==> config.mk <==
export PLATFORM = sky130hd
export DESIGN_NAME = ifu_fetch_reg
export DESIGN_NICKNAME = d
export VERILOG_FILES = /design/src/rtl/ifu_fetch_reg.sv
export SDC_FILE = /design/constraint.sdc
export NUM_CORES = 1
export LEC_CHECK = 0
export CAP_MARGIN = 20
export CORE_UTILIZATION = 30
export DETAILED_ROUTE_END_ITERATION = 10
export GPL_TIMING_DRIVEN = 0
export HOLD_SLACK_MARGIN = 0.12
export PLACE_DENSITY = 0.58
export SYNTH_ARGS = -nofsm -noshare
export SYNTH_HDL_FRONTEND = slang
export SYNTH_SLANG_ARGS = --single-unit
==> constraint.sdc <==
create_clock -name clk -period 4.5 [get_ports clk]
set_input_delay 0.9 -clock clk [delete_from_list [all_inputs] [get_ports clk]]
set_output_delay 0.9 -clock clk [all_outputs]
set_load 0.005 [all_outputs]
==> src/rtl/ifu_fetch_reg.sv <==
// IF stage fetch register: fetch PC, IF/ID instruction latch and an optional fetch counter.
// Define IFU_FETCH_CNT_EN to build the saturating fetched-instruction counter; otherwise fetch_cnt reads 0.
module ifu_fetch_reg #(
  parameter logic [29:0] RESET_PC = 30'h0,
  parameter logic [31:0] NOP_INSN = 32'h0
) (
  input  logic        clk,
  input  logic        reset,
  input  logic [31:0] insn,
  input  logic        bus_busy,
  input  logic        stall,
  input  logic        flush,
  input  logic [29:0] new_pc,
  input  logic        br_taken,
  input  logic [29:0] br_addr,
  output logic [29:0] fetch_addr,
  output logic        fetch_as_,
  output logic [29:0] if_pc,
  output logic [31:0] if_insn,
  output logic        if_en,
  output logic [31:0] fetch_cnt
);

  logic [29:0] fetch_pc;
  logic        hold;

  assign hold       = stall | bus_busy;
  assign fetch_addr = fetch_pc;
  assign fetch_as_  = reset;

  // A branch still latches the in-flight word: it is the delay slot.
  always_ff @(posedge clk) begin
    if (reset) begin
      fetch_pc <= RESET_PC;
      if_pc    <= RESET_PC;
      if_insn  <= NOP_INSN;
      if_en    <= 1'b0;
    end else if (flush) begin
      fetch_pc <= new_pc;
      if_pc    <= new_pc;
      if_insn  <= NOP_INSN;
      if_en    <= 1'b0;
    end else if (!hold) begin
      fetch_pc <= br_taken ? br_addr : fetch_pc + 30'd1;
      if_pc    <= fetch_pc;
      if_insn  <= insn;
      if_en    <= 1'b1;
    end
  end

`ifdef IFU_FETCH_CNT_EN
  logic [31:0] cnt;

  always_ff @(posedge clk) begin
    if (reset) begin
      cnt <= '0;
    end else if (!flush && !hold && cnt != '1) begin
      cnt <= cnt + 32'd1;
    end
  end

  assign fetch_cnt = cnt;
`else
  assign fetch_cnt = '0;
`endif

endmodule

==> out/qor.csv <==
metric;value;unit
clock_path_buffers;2;
crit_chain;clkdlybuf4s50_1 -> or2_2 -> clkbuf_1 -> clkbuf_1 -> clkbuf_1 -> nand2_1 -> a21oi_1;
criticalPathCategory;in2reg;
p_leak;2.760;nW
switching_power;0.6144;mW
synth_area_leaders;dfxtp_1, nand2_1, a21oi_1;
r2r-end;fetch_addr[17];
setup_viol;0;
io_pins;224;
syn2layout_area_growth;53.83;%
fp.coreArea;0.01589;mm²
start_util;0.3076;
min_period;2.935;ns
ys_warn_count;0;
grt_start_max_net_pins;17;
async_reset_ff_frac;0;
portBuffers;191;
worstMarginPinSlew;0.7924;ns
multiInputGateArea;0.002675;mm²
cts_tree;yes;
fin_ws;1.565;ns
syn_avg_cell_area;7.563;µm²
crit_family;buffers and inverters;
rows;46;
grt_pass1_wl;29230;µm
root_buffer;clkbuf_16;
fill_cells;1645;
crit_top_cell;clkbuf_1;
routed_wl;19670;µm
r2r_start;fetch_addr[1];
vias_per_cell;4.944;
antenna_found_initial;0;
drc;0;
clk_latency;0.36;ns
worst_setup_path_end_kind;register;
nets;978;
seqPwrFrac;0.414;
worstPathRequired;4.78;ns
synth_top_cell_by_area;dfxtp_1;
power.density;295.3;mW/mm²
swShare;0.2769;
startpoint_type;primary input;
cts.sinks;93;
finalHoldViolCount;0;
cp-startpoint;bus_busy;
first_global_vias;4977;
min_to;if_insn[10];
place_congestion;0.8658;
netlist.area_leader.share;0.3810;
num_vias;5438;
status;complete, no violations;
post_cts_resized;0;
hpwl;14580;µm
r2r_cells;5;
intPower;1.605;mW
cpPeakStageDelay;0.51;ns
drt_pass1_iterations;5;
max_freq;340.7;MHz
synth_cells;646;
reg2reg_slack;1.86;ns
clk_pin_slew;0.07;ns
h-tree-depth;3;
synth-seq-cells;93;
p_clk_frac;0.394;
yosysUniqueCellTypes;47;
ys.flop_type;dfxtp_1;
die_area;0.01680;mm²
cts_buffers;9;
cap_violations;0;
cp_slowest_cell;clkbuf_1;
final_util;0.4731;
combPwrFrac;0.193;
arrival;3.22;ns
final_max_slew_viol_count;0;
synth.cell_area;0.004886;mm²
min_path_cells;2;
crit_path_max_fanout;10;
ir_worst_vdd;0.0002018;V
min_path_type;reg2reg;
tns;0;ns
drt_iter0_markers;381;
finalCritPeriodShare;0.6523;
gr-total-overflow;0;
cts_setup_buffers;0;
dieWidth;129.6;µm
postRouteAntennaNets;0;
cts_hold_buf;0;
path_buf_inv;4;
regArea;0.001862;mm²
dpl_worst_slack;1.132;ns
wl_per_cell;17.88;µm
finClkSkew;0.01304;ns
die_h;129.6;µm
diodes;0;
worstHoldStart;if_insn[10];
rsz0062_at_grt;no;
grtUsageTotal;0.2338;
drive_above_1_share;0.07240;
synth-edff-count;0;
relSlewSlack;0.4718;
seq_area_frac_synth;0.3810;
metal layers:
layer	wire (µm)	track usage
met1	8965	0.3279
met2	8994	0.3573
met3	1272	0.04005
met4	433	0.08618
met5	0	0
power groups by stage:
stage	Combinational, mW	Clock, mW	Sequential (mW)
after global routing	0.462	0.913	0.925
after global placement	0.423	0	0.935
after CTS	0.426	0.883	0.916
after detailed placement	0.424	0	0.935
after floorplan	0.180	0	0.927
final	0.428	0.874	0.918
worst reg2reg max path, cell delays in order, from the launching register on:
cell,delay (ns)
dfxtp_1,0.52
nand4_1,0.53
nor4_4,0.49
mux2_2,0.39
a221oi_1,0.42
o22ai_1,0.16
cells by family (layout without fill, tap and decap cells):
kind of cell	after synthesis	count (layout)	synth area share
and+or+nand+nor	273	273	0.2548
AOI/OAI and AO/OA	169	169	0.2228
other	1	32	0.0007675
buffers and inverters	88	295	0.09526
DFF	93	93	0.3811
xor gates and xnor gates	4	4	0.007172
muxes	17	17	0.03559
adders and majority gates	1	1	0.002560
flip-flops by register name, summed over array words and instances, names as in the netlist:
signal,cells
if_insn,32
fetch_addr,30
if_en,1
if_pc,30
worst max path at each step:
stage	end	cells after the start
floorplan	fetch_addr[2]	6
global placement	if_insn[16]	7
detailed placement	if_insn[13]	7
CTS	if_insn[13]	7
global route	if_insn[13]	7
finish	if_insn[13]	7
synth_stat cells, types with 4 or more instances:
cell type and n:
nand2_1 152, dfxtp_1 93, a21oi_1 76, nor2_1 47, clkbuf_1 36, buf_4 34, nand3_1 18, mux2i_1 14
nor3_1 13, o21ai_0 13, a221oi_1 11, nand4_1 11, nand3b_1 10, o21bai_1 10, buf_1 9, a311oi_1 8
o211ai_1 8, inv_1 7, a211oi_1 6, a21o_1 6, a22oi_1 6, and3_1 5, nor2b_1 5, o22ai_1 5
nand2b_1 4, o32ai_1 4
layout make-up:
class / count / area share
Multi-Input combinational cell: 496 / 0.3559
Timing Repair Buffer: 191 / 0.2544
Sequential cell: 93 / 0.2477
Buffer: 80 / 0.05793
Tap cell: 216 / 0.03596
Clock buffer: 10 / 0.03180
Clock inverter: 6 / 0.01232
Inverter: 8 / 0.003995
stage by stage:
step,hold WS (ns),area [µm²],std cells,power [mW]
2_1_floorplan,0.4527,5002,677,1.107
3_3_place_gp,0.4418,7184,1084,1.358
3_5_place_dp,0.4484,7184,1084,1.359
4_1_cts,0.4587,7516,1100,2.225
5_1_grt,0.4726,7516,1100,2.300
6_report,0.4554,7516,1100,2.219
layout by cell type, fill, tap and decap left out, drive strengths merged, types with 9 or more instances in the layout:
cell / netlist / routed
a21oi: 76 / 76
a221oi: 11 / 11
buf: 44 / 44
clkbuf: 36 / 46
clkdlybuf4s50: 0 / 191
conb: 1 / 32
dfxtp: 93 / 93
inv: 7 / 9
mux2i: 14 / 14
nand2: 152 / 152
nand3: 18 / 18
nand3b: 10 / 10
nand4: 13 / 13
nor2: 47 / 47
nor3: 13 / 13
o21ai: 13 / 13
o21bai: 10 / 10
No activity file was read; power rests on OpenSTA's default activity.
